==> src/rtl/axi_demux_1to2_if.sv <==
// AXI-style bus bundle shared by the 1:2 demux and its neighbours.
// Master drives AW/W/AR and the B/R readies; slave drives the rest.
interface axi_interface #(
    parameter int DATA_WIDTH = 32,
    parameter int LEN_WIDTH  = 8
);
    logic [31:0]           awaddr;
    logic [LEN_WIDTH-1:0]  awlen;
    logic                  awvalid;
    logic                  awready;
    logic [DATA_WIDTH-1:0] wdata;
    logic                  wlast;
    logic                  wvalid;
    logic                  wready;
    logic [1:0]            bresp;
    logic                  bvalid;
    logic                  bready;
    logic [31:0]           araddr;
    logic [LEN_WIDTH-1:0]  arlen;
    logic                  arvalid;
    logic                  arready;
    logic [DATA_WIDTH-1:0] rdata;
    logic [1:0]            rresp;
    logic                  rlast;
    logic                  rvalid;
    logic                  rready;

    modport master (
        output awaddr, awlen, awvalid,
        input  awready,
        output wdata, wlast, wvalid,
        input  wready,
        input  bresp, bvalid,
        output bready,
        output araddr, arlen, arvalid,
        input  arready,
        input  rdata, rresp, rlast, rvalid,
        output rready
    );

    modport slave (
        input  awaddr, awlen, awvalid,
        output awready,
        input  wdata, wlast, wvalid,
        output wready,
        output bresp, bvalid,
        input  bready,
        input  araddr, arlen, arvalid,
        output arready,
        output rdata, rresp, rlast, rvalid,
        input  rready
    );
endinterface

==> src/rtl/axi_demux_1to2.sv <==
// Steers one AXI master to one of two targets, one transaction at a time.
// Addresses at or above DEC_LIMIT are answered locally with DECERR.
module axi_demux_1to2 #(
    parameter int          DATA_WIDTH = 32,
    parameter logic [31:0] DEC_LIMIT  = 32'hFFFF_FFFF,
    parameter int          LEN_WIDTH  = 8
) (
    input  logic        clk,
    input  logic        reset,
    input  logic        sel,
    axi_interface.slave  axi_bus_s,
    axi_interface.master axi_bus_m0,
    axi_interface.master axi_bus_m1,
    output logic        busy
);
    typedef enum logic [2:0] {
        IDLE, WR_A, WR_D, WR_B, RD_A, RD_D
    } state_t;

    state_t               state;
    state_t               state_d;
    logic                 tgt;
    logic                 err;
    logic [LEN_WIDTH-1:0] len_q;
    logic [LEN_WIDTH-1:0] beat_cnt;

    always_ff @(posedge clk) begin
        if (reset) begin
            state    <= IDLE;
            tgt      <= 1'b0;
            err      <= 1'b0;
            len_q    <= '0;
            beat_cnt <= '0;
        end else begin
            state <= state_d;
            if (state == IDLE) begin
                if (axi_bus_s.awvalid) begin
                    tgt <= sel;
                    err <= (axi_bus_s.awaddr >= DEC_LIMIT);
                end else if (axi_bus_s.arvalid) begin
                    tgt <= sel;
                    err <= (axi_bus_s.araddr >= DEC_LIMIT);
                end
            end
            if (state == RD_A && err)
                len_q <= axi_bus_s.arlen;
            if (state == RD_D && state_d != RD_D)
                beat_cnt <= '0;
            else if (state == RD_D && err &&
                     axi_bus_s.rvalid && axi_bus_s.rready)
                beat_cnt <= beat_cnt + 1'b1;
        end
    end

    always_comb begin
        state_d = state;
        unique case (state)
            IDLE: begin
                if (axi_bus_s.awvalid)
                    state_d = WR_A;
                else if (axi_bus_s.arvalid)
                    state_d = RD_A;
            end
            WR_A: if (axi_bus_s.awvalid && axi_bus_s.awready)
                state_d = WR_D;
            WR_D: if (axi_bus_s.wvalid && axi_bus_s.wready &&
                      axi_bus_s.wlast)
                state_d = WR_B;
            WR_B: if (axi_bus_s.bvalid && axi_bus_s.bready)
                state_d = IDLE;
            RD_A: if (axi_bus_s.arvalid && axi_bus_s.arready)
                state_d = RD_D;
            RD_D: if (axi_bus_s.rvalid && axi_bus_s.rready &&
                      axi_bus_s.rlast)
                state_d = IDLE;
            default: state_d = IDLE;
        endcase
    end

    // Everything defaults to zero; only the active channel of the
    // latched target (or the local responder) is opened up.
    always_comb begin
        busy = (state != IDLE);
        axi_bus_s.awready = 1'b0;
        axi_bus_s.wready  = 1'b0;
        axi_bus_s.bvalid  = 1'b0;
        axi_bus_s.bresp   = 2'b00;
        axi_bus_s.arready = 1'b0;
        axi_bus_s.rvalid  = 1'b0;
        axi_bus_s.rdata   = '0;
        axi_bus_s.rresp   = 2'b00;
        axi_bus_s.rlast   = 1'b0;
        axi_bus_m0.awaddr  = '0;
        axi_bus_m0.awlen   = '0;
        axi_bus_m0.awvalid = 1'b0;
        axi_bus_m0.wdata   = '0;
        axi_bus_m0.wlast   = 1'b0;
        axi_bus_m0.wvalid  = 1'b0;
        axi_bus_m0.bready  = 1'b0;
        axi_bus_m0.araddr  = '0;
        axi_bus_m0.arlen   = '0;
        axi_bus_m0.arvalid = 1'b0;
        axi_bus_m0.rready  = 1'b0;
        axi_bus_m1.awaddr  = '0;
        axi_bus_m1.awlen   = '0;
        axi_bus_m1.awvalid = 1'b0;
        axi_bus_m1.wdata   = '0;
        axi_bus_m1.wlast   = 1'b0;
        axi_bus_m1.wvalid  = 1'b0;
        axi_bus_m1.bready  = 1'b0;
        axi_bus_m1.araddr  = '0;
        axi_bus_m1.arlen   = '0;
        axi_bus_m1.arvalid = 1'b0;
        axi_bus_m1.rready  = 1'b0;
        unique case (state)
            WR_A: begin
                if (err) begin
                    axi_bus_s.awready = 1'b1;
                end else if (tgt) begin
                    axi_bus_m1.awaddr  = axi_bus_s.awaddr;
                    axi_bus_m1.awlen   = axi_bus_s.awlen;
                    axi_bus_m1.awvalid = axi_bus_s.awvalid;
                    axi_bus_s.awready  = axi_bus_m1.awready;
                end else begin
                    axi_bus_m0.awaddr  = axi_bus_s.awaddr;
                    axi_bus_m0.awlen   = axi_bus_s.awlen;
                    axi_bus_m0.awvalid = axi_bus_s.awvalid;
                    axi_bus_s.awready  = axi_bus_m0.awready;
                end
            end
            WR_D: begin
                if (err) begin
                    axi_bus_s.wready = 1'b1;
                end else if (tgt) begin
                    axi_bus_m1.wdata  = axi_bus_s.wdata;
                    axi_bus_m1.wlast  = axi_bus_s.wlast;
                    axi_bus_m1.wvalid = axi_bus_s.wvalid;
                    axi_bus_s.wready  = axi_bus_m1.wready;
                end else begin
                    axi_bus_m0.wdata  = axi_bus_s.wdata;
                    axi_bus_m0.wlast  = axi_bus_s.wlast;
                    axi_bus_m0.wvalid = axi_bus_s.wvalid;
                    axi_bus_s.wready  = axi_bus_m0.wready;
                end
            end
            WR_B: begin
                if (err) begin
                    axi_bus_s.bvalid = 1'b1;
                    axi_bus_s.bresp  = 2'b11;
                end else if (tgt) begin
                    axi_bus_s.bvalid  = axi_bus_m1.bvalid;
                    axi_bus_s.bresp   = axi_bus_m1.bresp;
                    axi_bus_m1.bready = axi_bus_s.bready;
                end else begin
                    axi_bus_s.bvalid  = axi_bus_m0.bvalid;
                    axi_bus_s.bresp   = axi_bus_m0.bresp;
                    axi_bus_m0.bready = axi_bus_s.bready;
                end
            end
            RD_A: begin
                if (err) begin
                    axi_bus_s.arready = 1'b1;
                end else if (tgt) begin
                    axi_bus_m1.araddr  = axi_bus_s.araddr;
                    axi_bus_m1.arlen   = axi_bus_s.arlen;
                    axi_bus_m1.arvalid = axi_bus_s.arvalid;
                    axi_bus_s.arready  = axi_bus_m1.arready;
                end else begin
                    axi_bus_m0.araddr  = axi_bus_s.araddr;
                    axi_bus_m0.arlen   = axi_bus_s.arlen;
                    axi_bus_m0.arvalid = axi_bus_s.arvalid;
                    axi_bus_s.arready  = axi_bus_m0.arready;
                end
            end
            RD_D: begin
                if (err) begin
                    axi_bus_s.rvalid = 1'b1;
                    axi_bus_s.rdata  = {DATA_WIDTH{1'b0}};
                    axi_bus_s.rresp  = 2'b11;
                    axi_bus_s.rlast  = (beat_cnt == len_q);
                end else if (tgt) begin
                    axi_bus_s.rvalid  = axi_bus_m1.rvalid;
                    axi_bus_s.rdata   = axi_bus_m1.rdata;
                    axi_bus_s.rresp   = axi_bus_m1.rresp;
                    axi_bus_s.rlast   = axi_bus_m1.rlast;
                    axi_bus_m1.rready = axi_bus_s.rready;
                end else begin
                    axi_bus_s.rvalid  = axi_bus_m0.rvalid;
                    axi_bus_s.rdata   = axi_bus_m0.rdata;
                    axi_bus_s.rresp   = axi_bus_m0.rresp;
                    axi_bus_s.rlast   = axi_bus_m0.rlast;
                    axi_bus_m0.rready = axi_bus_s.rready;
                end
            end
            default: ;
        endcase
    end
endmodule

==> src/flat_wrapper.sv <==
// flat-port wrapper written by rule: the top's interface ports become plain ports
module axi_demux_1to2_flat 
#(
    parameter int          DATA_WIDTH = 32,
    parameter logic [31:0] DEC_LIMIT  = 32'hFFFF_FFFF,
    parameter int          LEN_WIDTH  = 8
)
  (clk, reset, sel, busy, axi_bus_s_awaddr, axi_bus_s_awlen, axi_bus_s_awvalid, axi_bus_s_awready, axi_bus_s_wdata, axi_bus_s_wlast, axi_bus_s_wvalid, axi_bus_s_wready, axi_bus_s_bresp, axi_bus_s_bvalid, axi_bus_s_bready, axi_bus_s_araddr, axi_bus_s_arlen, axi_bus_s_arvalid, axi_bus_s_arready, axi_bus_s_rdata, axi_bus_s_rresp, axi_bus_s_rlast, axi_bus_s_rvalid, axi_bus_s_rready, axi_bus_m0_awaddr, axi_bus_m0_awlen, axi_bus_m0_awvalid, axi_bus_m0_awready, axi_bus_m0_wdata, axi_bus_m0_wlast, axi_bus_m0_wvalid, axi_bus_m0_wready, axi_bus_m0_bresp, axi_bus_m0_bvalid, axi_bus_m0_bready, axi_bus_m0_araddr, axi_bus_m0_arlen, axi_bus_m0_arvalid, axi_bus_m0_arready, axi_bus_m0_rdata, axi_bus_m0_rresp, axi_bus_m0_rlast, axi_bus_m0_rvalid, axi_bus_m0_rready, axi_bus_m1_awaddr, axi_bus_m1_awlen, axi_bus_m1_awvalid, axi_bus_m1_awready, axi_bus_m1_wdata, axi_bus_m1_wlast, axi_bus_m1_wvalid, axi_bus_m1_wready, axi_bus_m1_bresp, axi_bus_m1_bvalid, axi_bus_m1_bready, axi_bus_m1_araddr, axi_bus_m1_arlen, axi_bus_m1_arvalid, axi_bus_m1_arready, axi_bus_m1_rdata, axi_bus_m1_rresp, axi_bus_m1_rlast, axi_bus_m1_rvalid, axi_bus_m1_rready);
  axi_interface #(.DATA_WIDTH(DATA_WIDTH), .LEN_WIDTH(LEN_WIDTH)) axi_bus_s_i ();
  axi_interface #(.DATA_WIDTH(DATA_WIDTH), .LEN_WIDTH(LEN_WIDTH)) axi_bus_m0_i ();
  axi_interface #(.DATA_WIDTH(DATA_WIDTH), .LEN_WIDTH(LEN_WIDTH)) axi_bus_m1_i ();
  input  logic clk;
  input  logic reset;
  input  logic sel;
  output logic busy;
  input wire logic [$bits(axi_bus_s_i.awaddr)-1:0] axi_bus_s_awaddr;
  input wire logic [$bits(axi_bus_s_i.awlen)-1:0] axi_bus_s_awlen;
  input wire logic [$bits(axi_bus_s_i.awvalid)-1:0] axi_bus_s_awvalid;
  output wire logic [$bits(axi_bus_s_i.awready)-1:0] axi_bus_s_awready;
  input wire logic [$bits(axi_bus_s_i.wdata)-1:0] axi_bus_s_wdata;
  input wire logic [$bits(axi_bus_s_i.wlast)-1:0] axi_bus_s_wlast;
  input wire logic [$bits(axi_bus_s_i.wvalid)-1:0] axi_bus_s_wvalid;
  output wire logic [$bits(axi_bus_s_i.wready)-1:0] axi_bus_s_wready;
  output wire logic [$bits(axi_bus_s_i.bresp)-1:0] axi_bus_s_bresp;
  output wire logic [$bits(axi_bus_s_i.bvalid)-1:0] axi_bus_s_bvalid;
  input wire logic [$bits(axi_bus_s_i.bready)-1:0] axi_bus_s_bready;
  input wire logic [$bits(axi_bus_s_i.araddr)-1:0] axi_bus_s_araddr;
  input wire logic [$bits(axi_bus_s_i.arlen)-1:0] axi_bus_s_arlen;
  input wire logic [$bits(axi_bus_s_i.arvalid)-1:0] axi_bus_s_arvalid;
  output wire logic [$bits(axi_bus_s_i.arready)-1:0] axi_bus_s_arready;
  output wire logic [$bits(axi_bus_s_i.rdata)-1:0] axi_bus_s_rdata;
  output wire logic [$bits(axi_bus_s_i.rresp)-1:0] axi_bus_s_rresp;
  output wire logic [$bits(axi_bus_s_i.rlast)-1:0] axi_bus_s_rlast;
  output wire logic [$bits(axi_bus_s_i.rvalid)-1:0] axi_bus_s_rvalid;
  input wire logic [$bits(axi_bus_s_i.rready)-1:0] axi_bus_s_rready;
  output wire logic [$bits(axi_bus_m0_i.awaddr)-1:0] axi_bus_m0_awaddr;
  output wire logic [$bits(axi_bus_m0_i.awlen)-1:0] axi_bus_m0_awlen;
  output wire logic [$bits(axi_bus_m0_i.awvalid)-1:0] axi_bus_m0_awvalid;
  input wire logic [$bits(axi_bus_m0_i.awready)-1:0] axi_bus_m0_awready;
  output wire logic [$bits(axi_bus_m0_i.wdata)-1:0] axi_bus_m0_wdata;
  output wire logic [$bits(axi_bus_m0_i.wlast)-1:0] axi_bus_m0_wlast;
  output wire logic [$bits(axi_bus_m0_i.wvalid)-1:0] axi_bus_m0_wvalid;
  input wire logic [$bits(axi_bus_m0_i.wready)-1:0] axi_bus_m0_wready;
  input wire logic [$bits(axi_bus_m0_i.bresp)-1:0] axi_bus_m0_bresp;
  input wire logic [$bits(axi_bus_m0_i.bvalid)-1:0] axi_bus_m0_bvalid;
  output wire logic [$bits(axi_bus_m0_i.bready)-1:0] axi_bus_m0_bready;
  output wire logic [$bits(axi_bus_m0_i.araddr)-1:0] axi_bus_m0_araddr;
  output wire logic [$bits(axi_bus_m0_i.arlen)-1:0] axi_bus_m0_arlen;
  output wire logic [$bits(axi_bus_m0_i.arvalid)-1:0] axi_bus_m0_arvalid;
  input wire logic [$bits(axi_bus_m0_i.arready)-1:0] axi_bus_m0_arready;
  input wire logic [$bits(axi_bus_m0_i.rdata)-1:0] axi_bus_m0_rdata;
  input wire logic [$bits(axi_bus_m0_i.rresp)-1:0] axi_bus_m0_rresp;
  input wire logic [$bits(axi_bus_m0_i.rlast)-1:0] axi_bus_m0_rlast;
  input wire logic [$bits(axi_bus_m0_i.rvalid)-1:0] axi_bus_m0_rvalid;
  output wire logic [$bits(axi_bus_m0_i.rready)-1:0] axi_bus_m0_rready;
  output wire logic [$bits(axi_bus_m1_i.awaddr)-1:0] axi_bus_m1_awaddr;
  output wire logic [$bits(axi_bus_m1_i.awlen)-1:0] axi_bus_m1_awlen;
  output wire logic [$bits(axi_bus_m1_i.awvalid)-1:0] axi_bus_m1_awvalid;
  input wire logic [$bits(axi_bus_m1_i.awready)-1:0] axi_bus_m1_awready;
  output wire logic [$bits(axi_bus_m1_i.wdata)-1:0] axi_bus_m1_wdata;
  output wire logic [$bits(axi_bus_m1_i.wlast)-1:0] axi_bus_m1_wlast;
  output wire logic [$bits(axi_bus_m1_i.wvalid)-1:0] axi_bus_m1_wvalid;
  input wire logic [$bits(axi_bus_m1_i.wready)-1:0] axi_bus_m1_wready;
  input wire logic [$bits(axi_bus_m1_i.bresp)-1:0] axi_bus_m1_bresp;
  input wire logic [$bits(axi_bus_m1_i.bvalid)-1:0] axi_bus_m1_bvalid;
  output wire logic [$bits(axi_bus_m1_i.bready)-1:0] axi_bus_m1_bready;
  output wire logic [$bits(axi_bus_m1_i.araddr)-1:0] axi_bus_m1_araddr;
  output wire logic [$bits(axi_bus_m1_i.arlen)-1:0] axi_bus_m1_arlen;
  output wire logic [$bits(axi_bus_m1_i.arvalid)-1:0] axi_bus_m1_arvalid;
  input wire logic [$bits(axi_bus_m1_i.arready)-1:0] axi_bus_m1_arready;
  input wire logic [$bits(axi_bus_m1_i.rdata)-1:0] axi_bus_m1_rdata;
  input wire logic [$bits(axi_bus_m1_i.rresp)-1:0] axi_bus_m1_rresp;
  input wire logic [$bits(axi_bus_m1_i.rlast)-1:0] axi_bus_m1_rlast;
  input wire logic [$bits(axi_bus_m1_i.rvalid)-1:0] axi_bus_m1_rvalid;
  output wire logic [$bits(axi_bus_m1_i.rready)-1:0] axi_bus_m1_rready;
  assign axi_bus_s_i.awaddr = axi_bus_s_awaddr;
  assign axi_bus_s_i.awlen = axi_bus_s_awlen;
  assign axi_bus_s_i.awvalid = axi_bus_s_awvalid;
  assign axi_bus_s_awready = axi_bus_s_i.awready;
  assign axi_bus_s_i.wdata = axi_bus_s_wdata;
  assign axi_bus_s_i.wlast = axi_bus_s_wlast;
  assign axi_bus_s_i.wvalid = axi_bus_s_wvalid;
  assign axi_bus_s_wready = axi_bus_s_i.wready;
  assign axi_bus_s_bresp = axi_bus_s_i.bresp;
  assign axi_bus_s_bvalid = axi_bus_s_i.bvalid;
  assign axi_bus_s_i.bready = axi_bus_s_bready;
  assign axi_bus_s_i.araddr = axi_bus_s_araddr;
  assign axi_bus_s_i.arlen = axi_bus_s_arlen;
  assign axi_bus_s_i.arvalid = axi_bus_s_arvalid;
  assign axi_bus_s_arready = axi_bus_s_i.arready;
  assign axi_bus_s_rdata = axi_bus_s_i.rdata;
  assign axi_bus_s_rresp = axi_bus_s_i.rresp;
  assign axi_bus_s_rlast = axi_bus_s_i.rlast;
  assign axi_bus_s_rvalid = axi_bus_s_i.rvalid;
  assign axi_bus_s_i.rready = axi_bus_s_rready;
  assign axi_bus_m0_awaddr = axi_bus_m0_i.awaddr;
  assign axi_bus_m0_awlen = axi_bus_m0_i.awlen;
  assign axi_bus_m0_awvalid = axi_bus_m0_i.awvalid;
  assign axi_bus_m0_i.awready = axi_bus_m0_awready;
  assign axi_bus_m0_wdata = axi_bus_m0_i.wdata;
  assign axi_bus_m0_wlast = axi_bus_m0_i.wlast;
  assign axi_bus_m0_wvalid = axi_bus_m0_i.wvalid;
  assign axi_bus_m0_i.wready = axi_bus_m0_wready;
  assign axi_bus_m0_i.bresp = axi_bus_m0_bresp;
  assign axi_bus_m0_i.bvalid = axi_bus_m0_bvalid;
  assign axi_bus_m0_bready = axi_bus_m0_i.bready;
  assign axi_bus_m0_araddr = axi_bus_m0_i.araddr;
  assign axi_bus_m0_arlen = axi_bus_m0_i.arlen;
  assign axi_bus_m0_arvalid = axi_bus_m0_i.arvalid;
  assign axi_bus_m0_i.arready = axi_bus_m0_arready;
  assign axi_bus_m0_i.rdata = axi_bus_m0_rdata;
  assign axi_bus_m0_i.rresp = axi_bus_m0_rresp;
  assign axi_bus_m0_i.rlast = axi_bus_m0_rlast;
  assign axi_bus_m0_i.rvalid = axi_bus_m0_rvalid;
  assign axi_bus_m0_rready = axi_bus_m0_i.rready;
  assign axi_bus_m1_awaddr = axi_bus_m1_i.awaddr;
  assign axi_bus_m1_awlen = axi_bus_m1_i.awlen;
  assign axi_bus_m1_awvalid = axi_bus_m1_i.awvalid;
  assign axi_bus_m1_i.awready = axi_bus_m1_awready;
  assign axi_bus_m1_wdata = axi_bus_m1_i.wdata;
  assign axi_bus_m1_wlast = axi_bus_m1_i.wlast;
  assign axi_bus_m1_wvalid = axi_bus_m1_i.wvalid;
  assign axi_bus_m1_i.wready = axi_bus_m1_wready;
  assign axi_bus_m1_i.bresp = axi_bus_m1_bresp;
  assign axi_bus_m1_i.bvalid = axi_bus_m1_bvalid;
  assign axi_bus_m1_bready = axi_bus_m1_i.bready;
  assign axi_bus_m1_araddr = axi_bus_m1_i.araddr;
  assign axi_bus_m1_arlen = axi_bus_m1_i.arlen;
  assign axi_bus_m1_arvalid = axi_bus_m1_i.arvalid;
  assign axi_bus_m1_i.arready = axi_bus_m1_arready;
  assign axi_bus_m1_i.rdata = axi_bus_m1_rdata;
  assign axi_bus_m1_i.rresp = axi_bus_m1_rresp;
  assign axi_bus_m1_i.rlast = axi_bus_m1_rlast;
  assign axi_bus_m1_i.rvalid = axi_bus_m1_rvalid;
  assign axi_bus_m1_rready = axi_bus_m1_i.rready;
  axi_demux_1to2 #(.DATA_WIDTH(DATA_WIDTH), .DEC_LIMIT(DEC_LIMIT), .LEN_WIDTH(LEN_WIDTH)) u_core (.clk(clk), .reset(reset), .sel(sel), .axi_bus_s(axi_bus_s_i), .axi_bus_m0(axi_bus_m0_i), .axi_bus_m1(axi_bus_m1_i), .busy(busy));
endmodule
==> config.mk <==
export PLATFORM = sky130hd
export DESIGN_NAME = axi_demux_1to2_flat
export DESIGN_NICKNAME = d
export VERILOG_FILES = /design/src/rtl/axi_demux_1to2_if.sv /design/src/rtl/axi_demux_1to2.sv /design/src/flat_wrapper.sv
export SDC_FILE = /design/constraint.sdc
export NUM_CORES = 1
export LEC_CHECK = 0
export CORE_AREA = 2 2 189 191
export DETAILED_ROUTE_END_ITERATION = 10
export DIE_AREA = 0 0 191 193
export RECOVER_POWER = 50
export SYNTH_ARGS = -nofsm -noshare
export SYNTH_HDL_FRONTEND = slang
export SYNTH_SLANG_ARGS = --single-unit
==> constraint.sdc <==
create_clock -name clk -period 2.3 [get_ports clk]
set_input_delay 0.345 -clock clk [delete_from_list [all_inputs] [get_ports clk]]
set_output_delay 0.345 -clock clk [all_outputs]
set_load 0.02 [all_outputs]
* Word-level counts from Yosys, hierarchy flattened
Index checks and enable logic that the tools add are counted.
** Storage, ports and cells
- Register bits after elaboration :: 21
- Logic and storage cells :: 137
** Operators by class
- Add/sub/neg operators :: 1
- Order comparisons :: 2
- Equal/unequal tests :: 7
- Mux-type cells :: 105
- Reduce and logical (&&, ||, !) cells :: 17
** Operators with widths (count)
- 32-bit two-way mux :: 21
- 8-bit two-way mux :: 12
- 32-bit >= comparator (second input constant) :: 2
- 1-bit two-way mux :: 58
- 3-bit two-way mux :: 7
- 3-bit case mux with 6 select lines :: 1
- 1-bit logical AND :: 12
- 2-bit two-way mux :: 6
- 8-bit by 1-bit adder with 8-bit output (second input constant) :: 1
- 8-bit equality test :: 1
- 3-bit by 2-bit equality test with 1-bit output (second input constant) :: 2
- 3-bit equality test (second input constant) :: 2
- 3-bit by 1-bit equality test with 1-bit output (second input constant) :: 1
- 3-bit logical NOT :: 1
- 3-bit != test (second input constant) :: 1
- 3-bit nonzero test :: 1
- 2-bit AND reduction :: 1
- 2-bit nonzero test :: 1
- 2-bit OR reduction :: 1

* Depth between registers and ports, before layout
- Depth after elaboration :: 10
- Mapped depth :: 7

* Least setup slack after synthesis
Ideal clock, no wire load.
- Path type :: flip-flop to output port
- Start :: reg u_core.tgt
- End :: out axi_bus_s_rdata[14]
- Data arrival time :: 1.548 ns
- Required time :: 1.955 ns
- Slack :: 0.407 ns
- Cell stages (with the launch flop) :: 7
- Buffers on the path :: 4
- Cells stage by stage :: dfxtp_1 buf_2 buf_2 buf_2 buf_4 mux2i_1 nor2_1
** On the way
- Longest elaborated chain between the ends :: 3
** Ends and longest elaborated chain
- start, declared :: RTL line axi_demux_1to2.sv:22 : logic tgt;
- start signal, assigned :: RTL line axi_demux_1to2.sv:38 : tgt <= sel;
- start signal, assigned :: RTL line axi_demux_1to2.sv:41 : tgt <= sel;
- 32-bit two-way mux :: RTL line axi_demux_1to2.sv:181 : end else if (tgt) begin
- 32-bit two-way mux :: RTL line axi_demux_1to2.sv:176 : if (err) begin
- 32-bit two-way mux :: RTL line axi_demux_1to2.sv:115 : unique case (state)
- end, declared :: RTL line flat_wrapper.sv:31 : output wire logic [$bits(axi_bus_s_i.rdata)-1:0] axi_bus_s_rdata;
No other way between the ends.

* Final worst setup path
- Start :: reg u_core.tgt
- End :: out axi_bus_s_rlast
** On the way
- Longest elaborated chain between the ends :: 3
** Ends and longest elaborated chain
- 1-bit two-way mux :: RTL line axi_demux_1to2.sv:181
- 1-bit two-way mux :: RTL line axi_demux_1to2.sv:176
- 1-bit two-way mux :: RTL line axi_demux_1to2.sv:115
- end, declared :: RTL line flat_wrapper.sv:33 : output wire logic [$bits(axi_bus_s_i.rlast)-1:0] axi_bus_s_rlast;
No other way between the ends.

==> results.tsv <==
stage	metric	value	unit
sta	hold_viol	0	
synthesis	synthMuxAreaShare	14.2	%
grt	antenna_found_initial	1	
sta	relSlewSlack	69.5	%
synthesis	yosysSeqAreaShare	11.9	%
worst_setup_path	crit_slowest_cell	dfxtp_4	
synthesis	async_flop_share	0	%
synthesis	synth-xor-area-share	3.73	%
layout	antenna_cells	0	
clock_tree	holdBufCountCts	0	
worst_setup_path	end_kind	output pin	
synthesis	synthAdderAreaFrac	0.355	%
synthesis	synth_seq_cells	21	
synthesis	synth_cell_types	46	
clock_tree	clock_sinks	21	
synthesis	synthCells	513	
pwr	p_leak	0.00409	µW
route	route.antenna.remaining_nets	0	
clock_tree	cts_tree	built	
sta	skew	0.00461	ns
synthesis	synth_top_area_cell	and2_1	
synthesis	yosysTopAreaCellShare	40.8	%
synthesis	synth_nets	719	
grt	grt_pass1_vias	5225	
sta	layout_min_cycle_time	2.24	ns
synthesis	synth_edf_count	0	
synthesis	synth_warnings	0	
placed_design	io_buffers	483	
route	drtIter0Drc	118	
clock_tree	ctsRootBufferMaster	clkbuf_16	
sta	setup_tns	0	ns
route	first_pass_iters	5	
hold_path	hp-class	register to register	
sta	worst_pin_slew	0.454	ns
die	dieWidth	191	µm
sta	finalSetupViolCount	0	
synthesis	synth_top_family_by_area	simple AND/OR/NAND/NOR gates	
synthesis	ys_top_cells_by_count	and2_1, nor2_1, mux2i_1	
pwr	peakVddDrop	0.272	mV
synthesis	ys_top_cells_by_area	and2_1, mux2i_1, dfxtp_1, nor2_1, xor2_1	
worst_setup_path	worstPathMaxFanout	6	
pwr	p_per_area	433	mW/mm²
outcome	status	complete, no violations	
route	via_per_inst	3.67	
worst_setup_path	path_class	register to output pin	
layout	layout-drive-gt1-share	26.6	%
synthesis	synth_most_common_cell	and2_1	
placed_design	place_inst	1468	
die	coreArea	0.0350	mm²
route	drt_wl_total	24400	µm
die	initial_core_util	10.1	%
placed_design	gp_congestion	0.740	
sta	drv_slew	0	
grt	grt.total_usage	11.5	%
synthesis	synthFlopType	dfxtp_1	
die	die-area	0.0369	mm²
worst_setup_path	cp_common_cell	nor2_1	
layout	area_delta_synth_final	150	%
synthesis	avgSynthCellArea	6.87	µm²
grt	grt-ovfl-total	0	
die	dieHeight	193	µm
worst_setup_path	required	1.96	ns
synthesis	synth_compound_area_share	4.79	%
clock_tree	clk_pin_slew	0.06	ns
sta	fin_crit_sh	97.5	%
worst_setup_path	critPathArrivalTime	1.90	ns
synthesis	syn-cell-area	0.00353	mm²
route	vias	5444	
clock_tree	clk_path_buf_depth	2	
clock_tree	clk_latency	0.25	ns
worst_setup_path	cp_cell_sequence	buf_12 > mux2i_1 > nor2_1 > a31oi_1 > nor2_1 > clkdlybuf4s15_2	
sta	fmax	0.446	GHz
layout	fin_nets	1230	
grt	grt_pass1_wl	32100	µm
synthesis	synthSimpleGateAreaFrac	59.8	%
clock_tree	htreeDepth	1	
worst_setup_path	start_kind	register	
route	drc	0	
run	maxCapViolCount	0	
layout	final_cells	1484	
die	placement_rows	69	
clock_tree	numCtsBuffers	3	
route	post_drt_wl_per_cell	16.4	µm
grt	grt_max_degree	42	
placed_design	dpl.hpwl	20400	µm
worst_setup_path	slowest_delay	0.43	ns
die	io_pins	484	
==> cell families after synthesis <==
family | count (synthesis)
mux | 50
simple gates | 361
flops | 21
buf+inv | 41
compound gates | 24
fa+ha+maj | 1
xor+xnor | 15
==> power by group <==
| group | total, µW | internal [µW] | switching [µW] |
|---|---|---|---|
| combinational | 2990 | 1420 | 1570 |
| sequential | 439 | 397 | 41.8 |
| clock | 380 | 236 | 144 |
| total | 3810 | 2060 | 1760 |
==> registers in the layout (all words and copies together) (netlist names) <==
register         cells
u_core.beat_cnt      8
u_core.err           1
u_core.len_q         8
u_core.state         3
u_core.tgt           1
==> worst max-delay path, delay by kind of cell, from the launching register on <==
| kind | cells | cell delay (ns) |
|---|---|---|
| AOI/OAI and AO/OA | 1 | 0.30 |
| DFF | 1 | 0.43 |
| and+or+nand+nor | 2 | 0.21 |
| buffers and inverters | 2 | 0.41 |
| muxes | 1 | 0.30 |
==> metal layers <==
| layer | global-route usage, % | vias up | wire, µm |
|---|---|---|---|
| li1 | - | 2701 | - |
| met1 | 13.4 | 2435 | 9520 |
| met2 | 22.0 | 300 | 12600 |
| met3 | 2.26 | 8 | 2060 |
| met4 | 1.64 | 0 | 178 |
| met5 | 0 | - | 0 |
==> through the flow <==
| stage | total power (µW) | hold slack [ns] | util (%) | setup slack, ns | instance area, µm² |
|---|---|---|---|---|---|
| after global placement | 3580 | 0.509 | 26.5 | -0.171 | 9270 |
| after detailed placement | 3590 | 0.515 | 26.5 | -0.147 | 9270 |
| final | 3810 | 0.525 | 25.2 | 0.0569 | 8820 |
| after global routing | 4060 | 0.552 | 25.2 | -0.00239 | 8820 |
| after CTS | 3820 | 0.530 | 26.2 | 0.000833 | 9150 |
| after floorplan | 1820 | 0.480 | - | 0.407 | 3530 |
==> cells in the final DEF, fill, tap and decap left out, drive strengths merged, types with 18 or more instances in the layout <==
master | Yosys | routed
mux2i | 50 | 50
and2 | 232 | 232
clkdlybuf4s15 | 0 | 74
dlygate4sd2 | 0 | 39
nand4 | 18 | 18
clkbuf | 28 | 100
nor2 | 62 | 62
dfxtp | 21 | 21
clkdlybuf4s50 | 0 | 205
buf | 10 | 127
==> cell type report <==
| class | count | area, µm² |
|---|---|---|
| well taps | 461 | 577 |
| clock inverters | 1 | 6.26 |
| fillers | 3900 | 26100 |
| repair buffers | 545 | 4740 |
| clock buffers | 3 | 75.1 |
| inverters | 2 | 7.51 |
| flip-flops and latches | 21 | 425 |
| multi-input cells | 451 | 2990 |
==> worst paths after layout <==
check / start / to / slack, ns / depth (start not counted)
worst max-delay path: u_core.tgt / axi_bus_s_rlast / 0.06 / 6
worst min-delay path: u_core.len_q[0] / u_core.len_q[0] / 0.52 / 2
worst max register to register: u_core.tgt / u_core.state[0] / 0.44 / 7
worst min register to register: u_core.len_q[0] / u_core.len_q[0] / 0.52 / 2
==> what timing repair did <==
item                                    CTS  global route
buffers inserted                          5             2
gates cloned                              2             3
pin swaps                                 2             1
endpoints found under the setup margin  274           246
resized for setup                       523           240
Power figures use the tool's default switching activity.
